**src/rtl/router_pkg.sv**
```systemverilog
// Shared definitions for the mesh_3x3 router: packet format, endpoint count
// and the default input-queue depth. The arbiter and the router top import
// this same package.
package router_pkg;

    localparam int PL        = 32;  // packet length including the valid bit
    localparam int REN       = 5;   // router endpoints per output arbiter
    localparam int REN_B     = 3;   // bits to encode an endpoint index
    localparam int DEPTH_DEF = 4;   // default input queue depth
    localparam int VALID_BIT = 0;   // bit the arbiter samples as "packet present"

    // Packets are indexed MSB-first so that bit 0 is the leftmost bit.
    typedef logic [0:PL-1] packet_t;

    // True when the packet carries a valid flag.
    function automatic logic pkt_valid(input packet_t p);
        return p[VALID_BIT];
    endfunction

endpackage

```
**src/rtl/router_input_queue_if.sv**
```systemverilog
// Handshake bundle between a packet source, the input queue and the
// arbiter slot. The queue takes the slave view, the traffic source and
// arbiter side take the master view.
interface router_input_queue_if
    import router_pkg::*;
#(
    parameter int DEPTH = DEPTH_DEF
);
    localparam int CNT_B = $clog2(DEPTH + 1);

    packet_t            in_packet;
    logic               in_ready;
    packet_t            out_packet;
    logic               pop;
    logic [CNT_B-1:0]   count;
    logic               overflow;

    modport master (
        output in_packet,
        output pop,
        input  in_ready,
        input  out_packet,
        input  count,
        input  overflow
    );

    modport slave (
        input  in_packet,
        input  pop,
        output in_ready,
        output out_packet,
        output count,
        output overflow
    );

endinterface

```
**src/rtl/router_queue_ptr.sv**
```systemverilog
// Wrapping slot pointer for the input queue. Advances by one on adv_i and
// wraps from DEPTH-1 back to 0, so DEPTH need not be a power of two.
module router_queue_ptr #(
    parameter  int DEPTH = 4,
    localparam int PTR_B = $clog2(DEPTH)
) (
    input  logic             clk,
    input  logic             rst_n,
    input  logic             adv_i,
    output logic [PTR_B-1:0] ptr_o
);

    localparam logic [PTR_B-1:0] LAST_IDX = PTR_B'(DEPTH - 1);

    logic [PTR_B-1:0] ptr_q;
    logic [PTR_B-1:0] ptr_d;

    // Next pointer: hold, increment, or wrap at the last slot.
    always_comb begin
        ptr_d = ptr_q;
        if (adv_i) begin
            if (ptr_q == LAST_IDX) begin
                ptr_d = '0;
            end else begin
                ptr_d = ptr_q + PTR_B'(1);
            end
        end
    end

    // Pointer register, cleared asynchronously.
    always_ff @(posedge clk or negedge rst_n) begin
        if (!rst_n) begin
            ptr_q <= '0;
        end else begin
            ptr_q <= ptr_d;
        end
    end

    assign ptr_o = ptr_q;

endmodule

```
**src/rtl/router_input_queue.sv**
```systemverilog
// Per-port packet FIFO feeding one round-robin arbiter input slot.
// First-word fall-through: the head slot is visible on out_packet whenever
// the queue holds anything, and reads as all zeros (valid bit low) when
// empty. in_ready and out_packet come only from registered state so the
// arbiter's grant never loops back combinationally into this port.
module router_input_queue
    import router_pkg::*;
#(
    parameter  int DEPTH = DEPTH_DEF,
    localparam int CNT_B = $clog2(DEPTH + 1),
    localparam int PTR_B = $clog2(DEPTH)
) (
    input  logic                 clk,
    input  logic                 rst_n,
    router_input_queue_if.slave  q
);

    localparam logic [CNT_B-1:0] FULL_CNT = CNT_B'(DEPTH);

    packet_t            slot_q [DEPTH];
    logic [CNT_B-1:0]   count_q;
    logic [CNT_B-1:0]   count_d;
    logic               overflow_q;
    logic               overflow_d;

    logic [PTR_B-1:0]   rd_ptr;
    logic [PTR_B-1:0]   wr_ptr;

    logic               full;
    logic               empty;
    logic               in_valid;
    logic               push;
    logic               do_pop;

    assign full     = (count_q == FULL_CNT);
    assign empty    = (count_q == '0);
    assign in_valid = pkt_valid(q.in_packet);

    // A valid packet arriving while full is dropped rather than stalled;
    // the link has no back-pressure beyond in_ready.
    assign push     = in_valid & ~full;
    assign do_pop   = q.pop & ~empty;

    router_queue_ptr #(
        .DEPTH (DEPTH)
    ) u_wr_ptr (
        .clk   (clk),
        .rst_n (rst_n),
        .adv_i (push),
        .ptr_o (wr_ptr)
    );

    router_queue_ptr #(
        .DEPTH (DEPTH)
    ) u_rd_ptr (
        .clk   (clk),
        .rst_n (rst_n),
        .adv_i (do_pop),
        .ptr_o (rd_ptr)
    );

    // Occupancy and sticky drop flag next-state.
    always_comb begin
        count_d    = count_q;
        overflow_d = overflow_q | (in_valid & full);
        case ({push, do_pop})
            2'b10:   count_d = count_q + CNT_B'(1);
            2'b01:   count_d = count_q - CNT_B'(1);
            default: count_d = count_q;
        endcase
    end

    // Control state; reset throws away the queue contents immediately.
    always_ff @(posedge clk or negedge rst_n) begin
        if (!rst_n) begin
            count_q    <= '0;
            overflow_q <= 1'b0;
        end else begin
            count_q    <= count_d;
            overflow_q <= overflow_d;
        end
    end

    // Slot storage carries no reset; count gates what is visible.
    always_ff @(posedge clk) begin
        if (push) begin
            slot_q[wr_ptr] <= q.in_packet;
        end
    end

    assign q.in_ready   = ~full;
    assign q.out_packet = empty ? '0 : slot_q[rd_ptr];
    assign q.count      = count_q;
    assign q.overflow   = overflow_q;

endmodule
```
**src/flat_wrapper.sv**
```systemverilog
// flat-port wrapper written by rule: the top's interface ports become plain ports
module router_input_queue_flat import router_pkg::*;
#(
    parameter  int DEPTH = DEPTH_DEF,
    localparam int CNT_B = $clog2(DEPTH + 1),
    localparam int PTR_B = $clog2(DEPTH)
)
  (clk, rst_n, q_in_packet, q_pop, q_in_ready, q_out_packet, q_count, q_overflow);
  router_input_queue_if #(.DEPTH(DEPTH)) q_i ();
  input  logic clk;
  input  logic rst_n;
  input wire logic [$bits(q_i.in_packet)-1:0] q_in_packet;
  input wire logic [$bits(q_i.pop)-1:0] q_pop;
  output wire logic [$bits(q_i.in_ready)-1:0] q_in_ready;
  output wire logic [$bits(q_i.out_packet)-1:0] q_out_packet;
  output wire logic [$bits(q_i.count)-1:0] q_count;
  output wire logic [$bits(q_i.overflow)-1:0] q_overflow;
  assign q_i.in_packet = q_in_packet;
  assign q_i.pop = q_pop;
  assign q_in_ready = q_i.in_ready;
  assign q_out_packet = q_i.out_packet;
  assign q_count = q_i.count;
  assign q_overflow = q_i.overflow;
  router_input_queue #(.DEPTH(DEPTH)) u_core (.clk(clk), .rst_n(rst_n), .q(q_i));
endmodule
```
**config.mk**
```make
export PLATFORM = sky130hd
export DESIGN_NAME = router_input_queue_flat
export DESIGN_NICKNAME = d
export VERILOG_FILES = /design/src/rtl/router_pkg.sv /design/src/rtl/router_input_queue_if.sv /design/src/rtl/router_queue_ptr.sv /design/src/rtl/router_input_queue.sv /design/src/flat_wrapper.sv
export SDC_FILE = /design/constraint.sdc
export NUM_CORES = 1
export LEC_CHECK = 0
export ABC_CLOCK_PERIOD_IN_PS = 5900
export CORE_ASPECT_RATIO = 0.8
export CORE_MARGIN = 4
export CORE_UTILIZATION = 46
export CTS_BUF_LIST = sky130_fd_sc_hd__clkbuf_2 sky130_fd_sc_hd__clkbuf_4 sky130_fd_sc_hd__clkbuf_8
export CTS_CLUSTER_DIAMETER = 200
export DETAILED_ROUTE_END_ITERATION = 10
export MAX_ROUTING_LAYER = met4
export PLACE_DENSITY_LB_ADDON = 0.15
export SETUP_SLACK_MARGIN = 0.02
export SYNTH_ARGS = -nofsm -noshare
export SYNTH_HDL_FRONTEND = slang
export SYNTH_SLANG_ARGS = --single-unit
```
**constraint.sdc**
```tcl
create_clock -name clk -period 5.9 [get_ports clk]
set_clock_uncertainty 0.15 [all_clocks]
set_input_delay 1.18 -clock clk [delete_from_list [all_inputs] [get_ports clk]]
set_output_delay 1.18 -clock clk [all_outputs]
set_load 0.02 [all_outputs]
```
## After elaboration in Yosys (flattened, before gate mapping)

Memories as Yosys holds them, arrays and structs flattened.
Cells that the tools add are included.

| word-level totals | value |
|---|---|
| register bits after elaboration | 8 |
| input bits | 35 |
| bits in latches | 0 |
| memories kept | 1 |
| memory bits (writable) | 128 |
| bits in read-only memories | 0 |
| word-level logic and storage cells | 28 |

Memories:

| name | words | width | rd ports | clocked after Yosys merged registers in | wr ports | line | RTL |
|---|---|---|---|---|---|---|---|
| u_core.slot_q | 4 | 32 | 1 | 0 | 1 | router_input_queue.sv:20 | `packet_t slot_q [DEPTH];` |

| operators by class | value |
|---|---|
| div/mod/pow operators | 0 |
| reductions and logical operators | 2 |
| magnitude comparators | 0 |
| bitwise logic cells | 6 |
| multiplexer cells | 6 |
| eq/ne operators | 5 |
| shift-type cells | 0 |
| $add $sub $neg | 4 |
| $mul | 0 |

Operators by type and width:

| operator | number |
|---|---|
| two-way mux 32 bit | 1 |
| == test 2 bit, second input constant | 3 |
| case mux 3 bit (2 select lines) | 1 |
| adder 2 x 1 -> 2 bit, second input constant | 2 |
| two-way mux 2 bit | 2 |
| adder 3 x 1 -> 3 bit, second input constant | 1 |
| AND 1 bit | 3 |
| == test 3 bit, second input constant | 1 |
| logical NOT 3 bit | 1 |
| subtractor 3 x 1 -> 3 bit, second input constant | 1 |
| == test 2 x 1 -> 1 bit, second input constant | 1 |
| two-way mux 1 bit | 2 |
| inverter 1 bit | 2 |
| nonzero test 2 bit | 1 |
| OR 1 bit | 1 |

## Depth between registers and ports, before layout

| depth | value |
|---|---|
| depth after elaboration | 5 |
| depth in mapped cells | 9 |
| gate-level depth less buffers | 9 |

## By module

Synthesis repeated with hierarchy kept, for this count alone.

| second synthesis, totals | value |
|---|---|
| cells, all modules | 238 |
| area total of the unflattened synthesis | 5278.8 um2 |

By module, submodules not included:

| module | cells each | instances | area an instance (um2) |
|---|---|---|---|
| router_input_queue | 226 | 1 | 5091.1 |
| router_queue_ptr | 6 | 2 | 93.8 |

## Worst setup path before layout

Ideal clock, no wire load.

| path | value |
|---|---|
| path kind | in2reg |
| start | input q_in_packet[31] |
| end | memory u_core.slot_q[3][0] in the netlist's numbering, enable pin |
| data required time | 5358 ps |
| data arrival time | 2322 ps |
| library setup time | 392 ps |
| cell stages on the path | 2 |
| path slack | 3036 ps |
| path through | nor2b_1 and2_1 |

| on the way | value |
|---|---|
| longest elaborated chain between the ends | 3 |

Ends and longest elaborated chain:

| what | line | RTL |
|---|---|---|
| start: declaration | flat_wrapper.sv:12 | `input wire logic [$bits(q_i.in_packet)-1:0] q_in_packet;` |
| AND 1 bit | router_input_queue.sv:41 | `assign push = in_valid & ~full;` |
| two-way mux 1 bit | router_input_queue.sv:86 | `if (push) begin` |
| two-way mux 1 bit (implied by the code) | router_input_queue.sv:87 | `slot_q[wr_ptr] <= q.in_packet;` |
| end: declaration | router_input_queue.sv:20 |  |

Every way passes these cells.

## Worst setup path after layout

| path | value |
|---|---|
| start | register u_core.u_rd_ptr.ptr_q[0] (netlist: u_core.u_rd_ptr.ptr_o[0]) |
| end | output q_out_packet[14] |

| on the way | value |
|---|---|
| longest elaborated chain between the ends | 2 |

Ends and longest elaborated chain:

| what | line | RTL |
|---|---|---|
| start: declaration | router_queue_ptr.sv:15 | `logic [PTR_B-1:0] ptr_q;` |
| start signal: assignment | router_queue_ptr.sv:35 | `ptr_q <= ptr_d;` |
| memory read (4 x 32 bit) | - |  |
| two-way mux 32 bit | router_input_queue.sv:92 | `assign q.out_packet = empty ? '0 : slot_q[rd_ptr];` |
| end: declaration | flat_wrapper.sv:15 | `output wire logic [$bits(q_i.out_packet)-1:0] q_out_packet;` |

Every way passes these cells.

==> flow_summary.ini <==
[setup_path]
crit_buf_inv = 2
crit_arrival_ns = 2.86
crit_chain = buf_4 -> mux4_2 -> nor2b_1 -> clkdlybuf4s50_1
cp_top_family = buffers and inverters
crit_required_ns = 4.57
critPathLaunch = u_core.u_rd_ptr.ptr_o[0]$_DFFE_PN0P_
crit_path_end_kind = primary output
path_max_fanout = 21
startpoint_type = register
r2r-start = u_core.q.count[0]$_DFFE_PN0P_
max_stage_delay_ns = 0.66
cp_slowest_cell = dfrtp_2
critPathKind = register to primary output

[sta]
finalHoldViolations = 0
tightestPinTransition_ns = 0.900
timing.hold.ws_ns = 0.320
drv_slew = 0
worst_slack_ns = 1.71
finalSetupTns_ns = 0
setup_viol = 0
slew_headroom_pct = 40.0
fin_crit_sh_pct = 71.0
max_freq_mhz = 239
min_period_ns = 4.19
rsz0062_at_grt = false

[global_route]
grt_util_all_layers_pct = 15.3
grt-ovfl-total = 0
antenna_found_initial = 0
grt_pass1_wl_um = 14400
grt_max_degree = 35
grt_pass1_vias = 2671

[synthesis]
synth-main-ff-cell = edfxtp_1
ys_types = 19
syn_nets = 287
yosysSeqAreaShare_pct = 76.1
synthCells = 245
ys_async_sr_fraction_pct = 5.88
synth_most_common_cell = edfxtp_1
synth.cell_area_um2 = 5320
ys_warn_count = 0
yosysTopAreaCellShare_pct = 72.3
synth_edf_count = 128
yosysTopAreaCell = edfxtp_1
synth_commonest_cells = 128 x edfxtp_1, 34 x nor2b_1, 32 x mux4_2
synth_seq_cells = 136
avgSynthCellArea_um2 = 21.7
synth_area_leaders = edfxtp_1 72%, mux4_2 14%, nor2b_1 4.0%

[clocking]
cts_tree = done
clk_latency_ns = 0.43
clkSlewWorstSetupHoldPaths_ns = 0.08
cts_resized = 0
cts_setup_buffers = 0
postCtsHoldBufs = 0
htree_levels = 4
clock_path_buffers = 2
clock_sinks = 136
numCtsBuffers = 17
root_buffer = clkbuf_8

[place]
hpwl_um = 5410
placed_area_um2 = 6160
placed_cells = 451
post-place-ws_ns = 2.10
gp_congestion = 0.685
portBuffers = 71

[final_layout]
antenna_cells = 0
final_area_um2 = 6610
final_util_pct = 59.7
seq_area_um2 = 4050
nNetsFinal = 368
fill_cells = 839
area_growth_pct = 24.3
multiInputGateArea_um2 = 1180
instances_no_fill = 483
drive_gt1_share_pct = 22.7

[drt]
num_vias = 2482
first_pass_iters = 4
antenna_left = 0
vias_per_cell = 5.14
wirelength_um = 9140
drt_iter0_markers = 172
wl_per_cell_um = 18.9
drcViolationCount = 0

[flow_run]
max_cap_viol_count = 0

[floorplanning]
die_h_um = 104
fp-row-count = 34
die_area_um2 = 13400
die_w_um = 128
core_area_um2 = 11100
start_util_pct = 48.1
ios = 72

[min_path]
min_from = u_core.q.overflow$_DFF_PN0_
hp-class = register to register

[outcome]
status = complete, no violations

[power_and_ir_drop]
cellLeakagePower_nw = 2.21
ir_drop_uv = 255
pwr_density_cell_nw_per_um2 = 543
totalPowerFinal_mw = 3.59
cells in the final DEF, fill, tap and decap left out, drive strengths merged:
cell type / n
a21o: 1
and2: 4
buf: 2
bufinv: 4
clkbuf: 17
clkdlybuf4s50: 71
clkinv: 3
clkinvlp: 2
dfrtp: 8
edfxtp: 128
fa: 1
ha: 6
inv: 13
mux2: 4
mux2i: 1
mux4: 32
nor2: 3
nor2b: 34
nor3: 1
nor3b: 1
xnor2: 1
xor2: 2
cell families (layout without fill, tap and decap cells):
group                      count (synthesis)  in the layout  share of synthesized area (%)
AOI/OAI and AO/OA                          1              1                          0.141
xor gates and xnor gates                   3              3                          0.494
adders and majority gates                  7              7                           1.79
buffers and inverters                     18            112                           1.91
DFF                                      136            136                           76.1
muxes                                     37             37                           14.6
and+or+nand+nor                           43             43                           5.01
flip-flops by register name, summed over array words and instances (netlist names):
name and flops:
u_core.u_wr_ptr.ptr_o 2, u_core.q.count 3, u_core.slot_q 128, u_core.q.overflow 1
u_core.u_rd_ptr.ptr_o 2
final cells by class:
type | count | share of cell area, %
inverter | 7 | 0.398
clock inverter | 15 | 3.22
multi-input combinational | 91 | 17.9
tap | 144 | 2.73
sequential | 136 | 61.2
clock buffer | 17 | 3.54
timing repair buffer | 73 | 11.0
power by group:
group	leakage (nW)	switching (mW)	total [mW]	internal, mW
combinational	0.723	0.632	1.32	0.692
clock	0.220	0.380	0.850	0.470
sequential	1.26	0.135	1.42	1.28
total	2.21	1.15	3.59	2.44
worst paths after layout:
| kind | endpoint | slack, ns | cells after the start |
|---|---|---|---|
| max | q_out_packet[14] | 1.71 | 4 |
| min | u_core.q.overflow$_DFF_PN0_ | 0.32 | 1 |
| max reg2reg | u_core.q.count[2]$_DFFE_PN0P_ | 3.43 | 9 |
| min reg2reg | u_core.q.overflow$_DFF_PN0_ | 0.32 | 1 |
| max in group asynchronous | u_core.u_rd_ptr.ptr_o[0]$_DFFE_PN0P_ | 4.42 | 1 |
| min in group asynchronous | u_core.q.count[2]$_DFFE_PN0P_ | 0.87 | 1 |
metal layers:
metal | vias up | routed length [µm] | global-route usage [%]
li1 | 1133 | - | -
met4 | 0 | 109 | 5.68
met3 | 9 | 427 | 5.39
met1 | 1281 | 4150 | 19.4
met2 | 59 | 4450 | 22.8
met5 | - | 0 | -
Note: power is estimated with default switching activity, not from simulation.
